[config.mk]
export PLATFORM = sky130hd
export DESIGN_NAME = axi4_lite_req_arbiter
export DESIGN_NICKNAME = d
export VERILOG_FILES = /design/src/rtl/axi4_lite_req_arbiter.sv
export SDC_FILE = /design/constraint.sdc
export NUM_CORES = 1
export LEC_CHECK = 0
export ABC_CLOCK_PERIOD_IN_PS = 1700
export CORE_MARGIN = 5
export CORE_UTILIZATION = 40
export CTS_CLUSTER_SIZE = 40
export DETAILED_ROUTE_END_ITERATION = 6
export GPL_TIMING_DRIVEN = 0
export PLACE_DENSITY = 0.92
export SLEW_MARGIN = 5
export SYNTH_ARGS = -nofsm -noshare
export SYNTH_HDL_FRONTEND = slang
export SYNTH_SLANG_ARGS = --single-unit
export TNS_END_PERCENT = 20
[constraint.sdc]
create_clock -name ACLK -period 1.7 [get_ports ACLK]
set_input_delay 0.17 -clock ACLK [delete_from_list [all_inputs] [get_ports ACLK]]
set_output_delay 0.17 -clock ACLK [all_outputs]
set_load 0.02 [all_outputs]
[src/rtl/axi4_lite_req_arbiter.sv]
// Round-robin arbiter that serialises single-beat commands from NUM_REQ requesters onto one AXI4-Lite master port.
// Optional build macro AXI_ARB_RANGE_CHECK_EN answers commands at or above ADDR_LIMIT locally with DECERR.
module axi4_lite_req_arbiter #(
    parameter int NUM_REQ       = 2,
    parameter int ADDRESS_WIDTH = 32,
    parameter int DATA_WIDTH    = 32,
    parameter int ADDR_LIMIT    = 32
) (
    input  logic                                ACLK,
    input  logic                                ARESETN,
    input  logic [NUM_REQ-1:0]                  req_valid,
    output logic [NUM_REQ-1:0]                  req_ready,
    input  logic [NUM_REQ-1:0]                  req_write,
    input  logic [NUM_REQ*ADDRESS_WIDTH-1:0]    req_addr,
    input  logic [NUM_REQ*DATA_WIDTH-1:0]       req_wdata,
    input  logic [NUM_REQ*DATA_WIDTH/8-1:0]     req_wstrb,
    output logic [NUM_REQ-1:0]                  rsp_valid,
    output logic [DATA_WIDTH-1:0]               rsp_rdata,
    output logic [1:0]                          rsp_resp,
    output logic [ADDRESS_WIDTH-1:0]            M_AXI_AWADDR,
    output logic                                M_AXI_AWVALID,
    input  logic                                M_AXI_AWREADY,
    output logic [DATA_WIDTH-1:0]               M_AXI_WDATA,
    output logic [DATA_WIDTH/8-1:0]             M_AXI_WSTRB,
    output logic                                M_AXI_WVALID,
    input  logic                                M_AXI_WREADY,
    input  logic [1:0]                          M_AXI_BRESP,
    input  logic                                M_AXI_BVALID,
    output logic                                M_AXI_BREADY,
    output logic [ADDRESS_WIDTH-1:0]            M_AXI_ARADDR,
    output logic                                M_AXI_ARVALID,
    input  logic                                M_AXI_ARREADY,
    input  logic [DATA_WIDTH-1:0]               M_AXI_RDATA,
    input  logic [1:0]                          M_AXI_RRESP,
    input  logic                                M_AXI_RVALID,
    output logic                                M_AXI_RREADY
);
    localparam int IW = (NUM_REQ > 1) ? $clog2(NUM_REQ) : 1;
    localparam int SW = DATA_WIDTH / 8;
    localparam logic [ADDRESS_WIDTH-1:0] LIMIT = ADDRESS_WIDTH'(ADDR_LIMIT);
`ifdef AXI_ARB_RANGE_CHECK_EN
    localparam bit RANGE_EN = 1'b1;
`else
    localparam bit RANGE_EN = 1'b0;
`endif

    typedef enum logic [2:0] {IDLE, WR_REQ, WR_RESP, RD_REQ, RD_DATA, RESP} state_t;

    state_t                    state, state_next;
    logic [IW-1:0]             ptr;
    logic [IW-1:0]             sel;
    logic [IW-1:0]             idx;
    logic                      sel_found;
    logic                      accept;
    logic                      sel_oor;
    logic [ADDRESS_WIDTH-1:0]  sel_addr;
    logic [ADDRESS_WIDTH-1:0]  lat_addr;
    logic [DATA_WIDTH-1:0]     lat_wdata;
    logic [SW-1:0]             lat_wstrb;
    logic                      aw_done, w_done;
    logic                      aw_fire, w_fire;
    logic [DATA_WIDTH-1:0]     rsp_rdata_q;
    logic [1:0]                rsp_resp_q;

    // Search downward so the last hit is the closest requester after the pointer.
    always_comb begin
        sel_found = 1'b0;
        sel       = '0;
        idx       = '0;
        for (int k = NUM_REQ; k >= 1; k--) begin
            idx = IW'((int'(ptr) + k) % NUM_REQ);
            if (req_valid[idx]) begin
                sel_found = 1'b1;
                sel       = idx;
            end
        end
    end

    assign accept   = (state == IDLE) && sel_found;
    assign sel_addr = req_addr[int'(sel)*ADDRESS_WIDTH +: ADDRESS_WIDTH];
    assign sel_oor  = RANGE_EN && (sel_addr >= LIMIT);
    assign aw_fire  = M_AXI_AWVALID && M_AXI_AWREADY;
    assign w_fire   = M_AXI_WVALID && M_AXI_WREADY;

    always_ff @(posedge ACLK or negedge ARESETN) begin
        if (!ARESETN) state <= IDLE;
        else          state <= state_next;
    end

    always_comb begin
        state_next = IDLE;
        case (state)
            IDLE: begin
                state_next = IDLE;
                if (sel_found) begin
                    if (sel_oor)             state_next = RESP;
                    else if (req_write[sel]) state_next = WR_REQ;
                    else                     state_next = RD_REQ;
                end
            end
            WR_REQ:  state_next = ((aw_done || aw_fire) && (w_done || w_fire)) ? WR_RESP : WR_REQ;
            WR_RESP: state_next = M_AXI_BVALID ? RESP : WR_RESP;
            RD_REQ:  state_next = M_AXI_ARREADY ? RD_DATA : RD_REQ;
            RD_DATA: state_next = M_AXI_RVALID ? RESP : RD_DATA;
            RESP:    state_next = IDLE;
            default: state_next = IDLE;
        endcase
    end

    // ptr doubles as the granted requester index for the whole transaction.
    always_ff @(posedge ACLK or negedge ARESETN) begin
        if (!ARESETN) begin
            ptr         <= IW'(NUM_REQ - 1);
            lat_addr    <= '0;
            lat_wdata   <= '0;
            lat_wstrb   <= '0;
            aw_done     <= 1'b0;
            w_done      <= 1'b0;
            rsp_rdata_q <= '0;
            rsp_resp_q  <= 2'b00;
        end else begin
            if (accept) begin
                ptr       <= sel;
                lat_addr  <= sel_addr;
                lat_wdata <= req_wdata[int'(sel)*DATA_WIDTH +: DATA_WIDTH];
                lat_wstrb <= req_wstrb[int'(sel)*SW +: SW];
                aw_done   <= 1'b0;
                w_done    <= 1'b0;
                if (sel_oor) begin
                    rsp_rdata_q <= '0;
                    rsp_resp_q  <= 2'b11;
                end
            end
            if (state == WR_REQ) begin
                if (aw_fire) aw_done <= 1'b1;
                if (w_fire)  w_done  <= 1'b1;
            end
            if ((state == WR_RESP) && M_AXI_BVALID) begin
                rsp_rdata_q <= '0;
                rsp_resp_q  <= M_AXI_BRESP;
            end
            if ((state == RD_DATA) && M_AXI_RVALID) begin
                rsp_rdata_q <= M_AXI_RDATA;
                rsp_resp_q  <= M_AXI_RRESP;
            end
        end
    end

    // Handshakes: a transfer happens on a rising ACLK edge where valid and ready are
    // both high; a raised valid and its payload stay put until that edge.
    always_comb begin
        req_ready     = '0;
        rsp_valid     = '0;
        rsp_rdata     = '0;
        rsp_resp      = 2'b00;
        M_AXI_AWADDR  = lat_addr;
        M_AXI_ARADDR  = lat_addr;
        M_AXI_WDATA   = lat_wdata;
        M_AXI_WSTRB   = lat_wstrb;
        M_AXI_AWVALID = 1'b0;
        M_AXI_WVALID  = 1'b0;
        M_AXI_BREADY  = 1'b0;
        M_AXI_ARVALID = 1'b0;
        M_AXI_RREADY  = 1'b0;
        if (ARESETN && accept) req_ready[sel] = 1'b1;
        case (state)
            WR_REQ: begin
                M_AXI_AWVALID = !aw_done;
                M_AXI_WVALID  = !w_done;
            end
            WR_RESP: M_AXI_BREADY  = 1'b1;
            RD_REQ:  M_AXI_ARVALID = 1'b1;
            RD_DATA: M_AXI_RREADY  = 1'b1;
            RESP: begin
                rsp_valid[ptr] = 1'b1;
                rsp_rdata      = rsp_rdata_q;
                rsp_resp       = rsp_resp_q;
            end
            default: ;
        endcase
    end
endmodule

* Yosys cells after proc, flatten, opt, wreduce, memory -nomap -nowiden *
Index checks and enable logic that the tools add are counted.

word-level totals
  word-level logic and storage cells = 80
  register bits after elaboration = 108

operators by class
  eq/ne operators = 5
  multiplexer cells = 40
  shift operators = 3
  magnitude comparators = 6
  reduce and logical (&&, ||, !) cells = 15
  add/sub/neg operators = 2

operators with widths
  cell                                                         number
  indexed part select 64 x 7 -> 32 bit                         2
  two-way mux 32 bit                                           3
  two-way mux 1 bit                                            24
  two-way mux 2 bit                                            8
  case mux 3 bit (5 select lines)                              1
  logical AND 1 bit                                            9
  less-than comparator 1 x 2 -> 1 bit (second input constant)  4
  indexed part select 8 x 4 -> 4 bit                           1
  equality test 3 x 2 -> 1 bit (second input constant)         2
  equality test 3 bit (second input constant)                  2
  two-way mux 3 bit                                            2
  equality test 3 x 1 -> 1 bit (second input constant)         1
  logical NOT 3 bit                                            1
  adder 1 bit (second input constant)                          2
  demux 1 bit (select 1 bit)                                   2
  greater-or-equal comparator 1 bit (second input constant)    2
  logical NOT 1 bit                                            2
  logical OR 1 bit                                             2
  nonzero test 2 bit                                           1

* Longest topological paths before layout *
Gate-level depths: netlist of the first run.

  word-level depth = 10
  mapped depth = 6
  depth with buffers taken out = 3

* Worst setup path after synthesis of the first run *
Ideal clock, no wire load.

  path kind = register to register
  start point = register ptr
  end point = register lat_addr[2] (netlist: M_AXI_ARADDR[2])
  period minus slack after synthesis = 1.540 ns
  path buffers = 2
  arrival time = 1.415 ns
  setup slack = 0.160 ns
  cell stages (with the launch flop) = 6
  cells stage by stage = dfstp_2 > a21boi_2 > buf_12 > buf_12 > mux2_4 > mux2_4

between the ends
  cells in the longest elaborated chain, start to end = 6

RTL lines
  what                                                                       RTL line  source
  start, declared                                                            50        logic [IW-1:0] ptr;
  start signal, assigned                                                     113       ptr <= IW'(NUM_REQ - 1);
  start signal, assigned                                                     123       ptr <= sel;
  adder 1 bit                                                                71        idx = IW'((int'(ptr) + k) % NUM_REQ);
  two-way mux 1 bit (not written as such) (2 in series)                      72        if (req_valid[idx]) begin
  two-way mux 1 bit (2 in series)                                            72
  indexed part select 64 x 7 -> 32 bit or logical AND 1 bit (tied branches)  80, 79
  end signal, assigned                                                       124       lat_addr <= sel_addr;
  end, declared                                                              57        logic [ADDRESS_WIDTH-1:0] lat_addr;

Parallel ways exist; a longest one is shown, timed or not. The select of a mux whose other input is x is not followed.
A chain may end at the register's enable or synchronous reset.

* Worst setup path in the final report of the first run *
  start point = register state[2]
  end point = output req_ready[1]

between the ends
  cells in the longest elaborated chain, start to end = 4

RTL lines
  what                    RTL line  source
  start, declared         49        state_t state, state_next;
  start signal, assigned  87        else state <= state_next;
  logical NOT 3 bit       79        assign accept = (state == IDLE) && sel_found;
  logical AND 1 bit       79
  logical AND 1 bit       165       if (ARESETN && accept) req_ready[sel] = 1'b1;
  two-way mux 2 bit       165
  end, declared           12        output logic [NUM_REQ-1:0] req_ready,

Every way passes these cells.

==> results of run 1 <==
## power breakdown
part	internal, uW	switching, uW
combinational	6420	4290
clock	1050	989
sequential	3890	942
total	11400	6230
## metal layers
metal  wire (microns)  part of all wire  track usage
met1             7140              0.37        0.230
met2            10400              0.54        0.398
met3             1460             0.075       0.0597
met4              306             0.016       0.0583
met5                0                 0            0
## worst max-delay path, stage by stage (launching register included)
cell and delay (ns):
sky130_fd_sc_hd__dfrtp_1 0.41, sky130_fd_sc_hd__buf_6 0.13, sky130_fd_sc_hd__nor4_4 0.31, sky130_fd_sc_hd__buf_6 0.16, sky130_fd_sc_hd__buf_8 0.09, sky130_fd_sc_hd__and3_4 0.17
sky130_fd_sc_hd__buf_6 0.11
## sequential cells by signal (all words and copies together), names as in the netlist
signal / flops
rsp_rdata_q: 32
state: 3
aw_done: 1
M_AXI_ARADDR: 32
rsp_resp_q: 2
ptr: 1
w_done: 1
M_AXI_WDATA: 32
M_AXI_WSTRB: 4
## area by class of cell
cell class / instances / share of cell area
timing repair buffer: 350 / 0.343
multi-input combinational: 241 / 0.281
sequential: 108 / 0.259
buffer: 63 / 0.0664
clock buffer: 10 / 0.0229
tap: 188 / 0.0225
clock inverter: 6 / 0.00468
inverter: 1 / 0.000360
## cell usage in the layout, fill, tap and decap left out, types with 2 or more instances in the layout
cell / count
sky130_fd_sc_hd__clkdlybuf4s50_1: 280
sky130_fd_sc_hd__mux2_4: 133
sky130_fd_sc_hd__dfrtp_1: 107
sky130_fd_sc_hd__buf_6: 57
sky130_fd_sc_hd__buf_4: 52
sky130_fd_sc_hd__a22o_1: 33
sky130_fd_sc_hd__and2_4: 31
sky130_fd_sc_hd__buf_12: 14
sky130_fd_sc_hd__clkbuf_16: 9
sky130_fd_sc_hd__buf_8: 8
sky130_fd_sc_hd__nor2_1: 5
sky130_fd_sc_hd__and2_1: 4
sky130_fd_sc_hd__mux2_2: 4
sky130_fd_sc_hd__mux2i_1: 3
sky130_fd_sc_hd__nand3b_1: 3
sky130_fd_sc_hd__clkinvlp_4: 3
sky130_fd_sc_hd__nor3b_2: 2
sky130_fd_sc_hd__and3b_2: 2
sky130_fd_sc_hd__a21o_1: 2
sky130_fd_sc_hd__a21oi_1: 2
sky130_fd_sc_hd__clkinv_4: 2
## metrics by stage
stage / std cells / utilization / setup WS [ns] / power, uW / cell area [sq um]
final: 967 / 0.691 / -0.198 / 17600 / 10400
after global routing: 967 / 0.691 / -0.262 / 18400 / 10400
after CTS: 960 / 0.683 / -0.185 / 17400 / 10300
after detailed placement: 927 / 0.638 / -0.753 / 14800 / 9630
after global placement: 926 / 0.636 / -3.88 / 14500 / 9600
after floorplan: 413 / - / 0.160 / 10700 / 6110
## logic make-up (layout without fill, tap and decap cells)
logic type	after synthesis	in the layout	synth area share
buf+inv	64	430	0.0966
mux	140	140	0.338
compound gates	43	43	0.0593
simple gates	58	58	0.0636
flops	108	108	0.442
## how the worst max path moves through the flow
stage	end
CTS	rsp_rdata[19]
floorplan	M_AXI_ARADDR[2]$_DFFE_PN0P_
detailed placement	req_ready[0]
global route	req_ready[0]
finish	req_ready[1]
global placement	req_ready[1]
## what timing repair did
item	CTS	global route
gates resized for setup	308	35
setup endpoints to repair	87	136
endpoints found under the hold margin	46	46
gates cloned	3	0
buffers inserted	14	7
pin swaps	24	5
==> results.yml, run 1 <==
outcome:
  run_status: "complete, but fails checks"
  violations: "hold timing, setup timing"
power:
  total_leakage_power_uw: 0.00478
  powerDensity_nw_per_um2: 1680
  ir_drop_mv: 0.777
clocking:
  cts.sink_count: 108
  clock-root-buffer: "sky130_fd_sc_hd__clkbuf_16"
  worst_skew_pair.late_latency_ns: 0.35
  tritoncts.num_buffers: 9
  tritoncts: "built"
  cts.path.max_buffers: 2
  cts.htree.levels: 3
  cts.reportedPaths.clkPinSlew_ns: 0.07
timing:
  final.period_utilization: 1.12
  drv_slew: 0
  grt_setup_unrepaired: "yes"
  post-route-worst-setup-slack_ns: -0.198
  clock-skew-final_ns: 0.00799
  hold_viol_final: 46
  clock.fmax_ghz: 0.527
  hold_slack_ns: -0.250
  fin_crit_ns: 1.90
  max-slew-margin-rel: 0.673
  tightestPinTransition_ns: 0.491
  setup-violations-final: 83
  total_negative_setup_slack_ns: -6.59
yosys:
  yosys_warnings: 0
  synth_top_cells_by_count: "sky130_fd_sc_hd__mux2_4, sky130_fd_sc_hd__dfrtp_1, sky130_fd_sc_hd__buf_4"
  part_of_the_yosys_area_used_for_sequential_elements: 0.442
  postSynth.asyncResetShare: 1.00
  net_count_of_the_mapped_netlist: 596
  yosys.area.top_type: "sky130_fd_sc_hd__dfrtp_1"
  yosysUniqueCellTypes: 35
  synth_edf_count: 0
  top_reg_cell_synth: "sky130_fd_sc_hd__dfrtp_1"
  syn_inst: 413
  synthMostInstantiatedCell: "sky130_fd_sc_hd__mux2_4"
  synth.top_cell.area_share: 0.438
  synthesis.area_sq_um: 6110
  synth.top_cells.by_area: "sky130_fd_sc_hd__dfrtp_1, sky130_fd_sc_hd__mux2_4, sky130_fd_sc_hd__buf_4"
  yosys_register_bits: 108
  syn-mean-instance-area_sq_um: 14.8
critical_path:
  cp-startpoint: "state[2]$_DFF_PN0_"
  worstPathMaxFanout: 4
  rr_endpoint: "M_AXI_ARADDR[8]$_DFFE_PN0P_"
  r2r_slack_ns: -0.05
  worst_ep_arrival_time_ns: 1.73
  r2r_cells: 6
  cp.required_ns: 1.53
  startpoint_of_the_worst_slack_reg_to_reg_timing_path: "state[2]$_DFF_PN0_"
  timing.critical_path.to_type: "primary output"
  setup.worst_path.class: "register to primary output"
  crit_path_start_kind: "register"
detailed_routing:
  antenna_violating_nets_post_route: 0
  drt-initial-drc-count: 95
  vias: 4681
  drc_errors: 0
  route.detailed.vias_per_inst: 4.84
  route.detailed.wl_per_inst_microns: 20.0
  drt_pre_antenna_iters: 6
  detail_route.wirelength_microns: 19300
floorplan:
  dieArea_sq_um: 17900
  core-area_sq_um: 15100
  io-pin-count: 326
  row_count: 45
  start_util: 0.405
  die_h_microns: 134
  floorplan.die.width_microns: 134
final_layout:
  area_delta_synth_final_pct: 70.6
  nNetsFinal: 957
  drive_above_1_share: 0.422
  fillers: 1043
  total_area_of_multi_input_combinational_cells_sq_um: 2940
  antennaDiodeCount: 0
  sequential_cell_area_sq_um: 2700
placed_design:
  numPortBuffers: 325
  gp_congestion: 0.747
  dp_hpwl_microns: 14800
global_route:
  antenna_found_initial: 0
  gr-total-overflow: 0
  gr-usage-all-layers: 0.211
  grt_pass1_vias: 5163
  grt_first_pass_wirelength_microns: 29400
  grt_max_degree: 62
min_path:
  class_of_the_tightest_hold_or_removal_check: "primary input to async pin"
run:
  cap_viol_max_count: 0
Power figures use the tool's default switching activity.
==> run 2: changes to the inputs <==
Settings changed: ABC_CLOCK_PERIOD_IN_PS 1700 to 1920, CAP_MARGIN from default to 5.
Clock period 1.7 ns to 1.92 ns, I/O delays scaled along.
==> results.yml, run 2 (synthesis gave the netlist of run 1 again) <==
detailed_routing:
  route.detailed.wl_per_inst_microns: 19.7
  drt-initial-drc-count: 114
  drc_errors: 0
  antenna_violating_nets_post_route: 0
  detail_route.wirelength_microns: 18800
  vias: 4606
  route.detailed.vias_per_inst: 4.83
  drt_pre_antenna_iters: 4
critical_path:
  cp.required_ns: 1.73
  worstPathMaxFanout: 10
  crit_path_start_kind: "register"
  cp.buffers_inverters: 4
  timing.critical_path.to_type: "primary output"
  r2r_cells: 6
  setup.worst_path.class: "register to primary output"
  rr_endpoint: "M_AXI_ARADDR[8]$_DFFE_PN0P_"
  crit_path_cell_trace: "buf_6 > and3b_2 > buf_6 > buf_8 > and2_1 > buf_4"
  critical-path-top-delay-family: "buffers and inverters"
  crit_slowest_cell: "sky130_fd_sc_hd__dfrtp_1"
  cpMostUsedCell: "sky130_fd_sc_hd__buf_6"
  startpoint_of_the_worst_slack_reg_to_reg_timing_path: "state[2]$_DFF_PN0_"
  timing.critical_path.slowest_cell_delay_ns: 0.42
  worst_ep_arrival_time_ns: 1.71
  r2r_slack_ns: 0.13
timing:
  clock-skew-final_ns: 0.00716
  tightestPinTransition_ns: 0.488
  max-slew-margin-rel: 0.674
  hold_viol_final: 0
  drv_slew: 0
  fin_crit_ns: 1.90
  final.period_utilization: 0.990
  setup-violations-final: 0
  clock.fmax_ghz: 0.526
  grt_setup_unrepaired: "yes"
power:
  power_uw: 15000
  powerDensity_nw_per_um2: 1490
  ir_drop_mv: 0.686
  total_leakage_power_uw: 0.00464
global_route:
  grt_max_degree: 62
  gr-total-overflow: 0
  grt_pass1_vias: 4981
  grt_first_pass_wirelength_microns: 28300
  gr-usage-all-layers: 0.202
  antenna_found_initial: 0
clocking:
  tritoncts: "built"
  cts.sink_count: 108
  cts.path.max_buffers: 2
  cts.htree.levels: 3
  worst_skew_pair.late_latency_ns: 0.35
  tritoncts.num_buffers: 9
  clock-root-buffer: "sky130_fd_sc_hd__clkbuf_16"
  cts.reportedPaths.clkPinSlew_ns: 0.07
placed_design:
  numPortBuffers: 325
  dp_hpwl_microns: 14800
  numPlacedInstances: 927
  gp_congestion: 0.747
final_layout:
  drive_above_1_share: 0.377
  nNetsFinal: 944
  final_instance_count_without_filler_cells: 954
  area_delta_synth_final_pct: 64.6
  layout.cells.most_common: "sky130_fd_sc_hd__clkdlybuf4s50_1"
  antennaDiodeCount: 0
  layout_common_cells: "sky130_fd_sc_hd__clkdlybuf4s50_1, sky130_fd_sc_hd__mux2_4, sky130_fd_sc_hd__dfrtp_1"
outcome:
  run_status: "finished, final reports clean"
floorplan:
  dieArea_sq_um: 17900
  row_count: 45
  die_h_microns: 134
  floorplan.die.width_microns: 134
  start_util: 0.405
  core-area_sq_um: 15100
  io-pin-count: 326
run:
  cap_viol_max_count: 0
min_path:
  class_of_the_tightest_hold_or_removal_check: "primary input to async pin"
run 2: cell count changes in the layout (fill, tap and decap cells not counted), sizes merged:
cell / previous run / this run
dlygate4sd2: 0 / 2
clkdlybuf4s15: 0 / 1
buf: 133 / 115
dlygate4sd3: 0 / 1
clkdlybuf4s50: 280 / 281
run 2: where the power goes:
part           total [uW]  switching [uW]  leakage, uW  internal (uW)
registers            4270             825      0.00132           3440
clock network        1800             873     0.000131            926
logic                8940            3640      0.00318           5300
total               15000            5340      0.00464           9660
run 2: layout make-up:
cell class / instances / area [sq um]
plain buffers: 63 / 644
repair buffers: 337 / 3330
flip-flops and latches: 108 / 2710
multi-input cells: 241 / 2860
clock buffers: 10 / 239
clock inverters: 6 / 48.8
inverters: 1 / 3.75
well taps: 188 / 235
fillers: 1096 / 5020
run 2: per-stage QoR:
step           instance area, sq um  utilization  setup TNS [ns]  hold slack, ns  setup WS (ns)
2_1_floorplan                  6110            -               0          -0.104          0.371
3_3_place_gp                   9600        0.636         -393.77           0.460          -3.70
3_5_place_dp                   9630        0.638          -13.07           0.169         -0.577
4_1_cts                        9940        0.659         -0.0375           0.378        -0.0237
5_1_grt                       10100        0.667          -0.751           0.422        -0.0543
6_report                      10100        0.667               0           0.377         0.0183
run 2: per-layer routing:
layer | vias up | part of all wire | GRT usage | wire length, microns
met5 | - | 0 | 0 | 0
met4 | 0 | 0.017 | 0.0583 | 321
met3 | 21 | 0.077 | 0.0582 | 1450
met2 | 191 | 0.54 | 0.376 | 10100
met1 | 2253 | 0.37 | 0.223 | 6890
li1 | 2141 | - | - | -
run 2: worst max-delay path by stage:
| stage | from | to | slack, ns | depth (start not counted) |
|---|---|---|---|---|
| 5_1_grt | state[1]$_DFF_PN0_ | rsp_rdata[15] | -0.05 | 6 |
| 3_3_place_gp | ARESETN | req_ready[1] | -3.70 | 3 |
| 3_5_place_dp | req_valid[0] | req_ready[0] | -0.58 | 7 |
| 4_1_cts | state[1]$_DFF_PN0_ | rsp_rdata[29] | -0.02 | 6 |
| 2_1_floorplan | state[2]$_DFF_PN0_ | req_ready[0] | 0.37 | 4 |
| 6_report | state[0]$_DFF_PN0_ | rsp_rdata[16] | 0.02 | 6 |
run 2: repair_timing:
| item | in CTS | in global routing |
|---|---|---|
| cloned | 0 | 1 |
| buffers inserted | 4 | 5 |
| endpoints found under the hold margin | 46 | 0 |
| pin swaps | 1 | 13 |
| resized for setup | 208 | 50 |
| setup endpoints to repair | 43 | 40 |
| hold buffers | 1 | 0 |
run 2: worst register-to-register path: cells and delay by family (launching register included):
| kind | cells | cell delay (ns) |
|---|---|---|
| DFF | 1 | 0.39 |
| buffers and inverters | 4 | 0.72 |
| muxes | 1 | 0.33 |
| and+or+nand+nor | 1 | 0.24 |
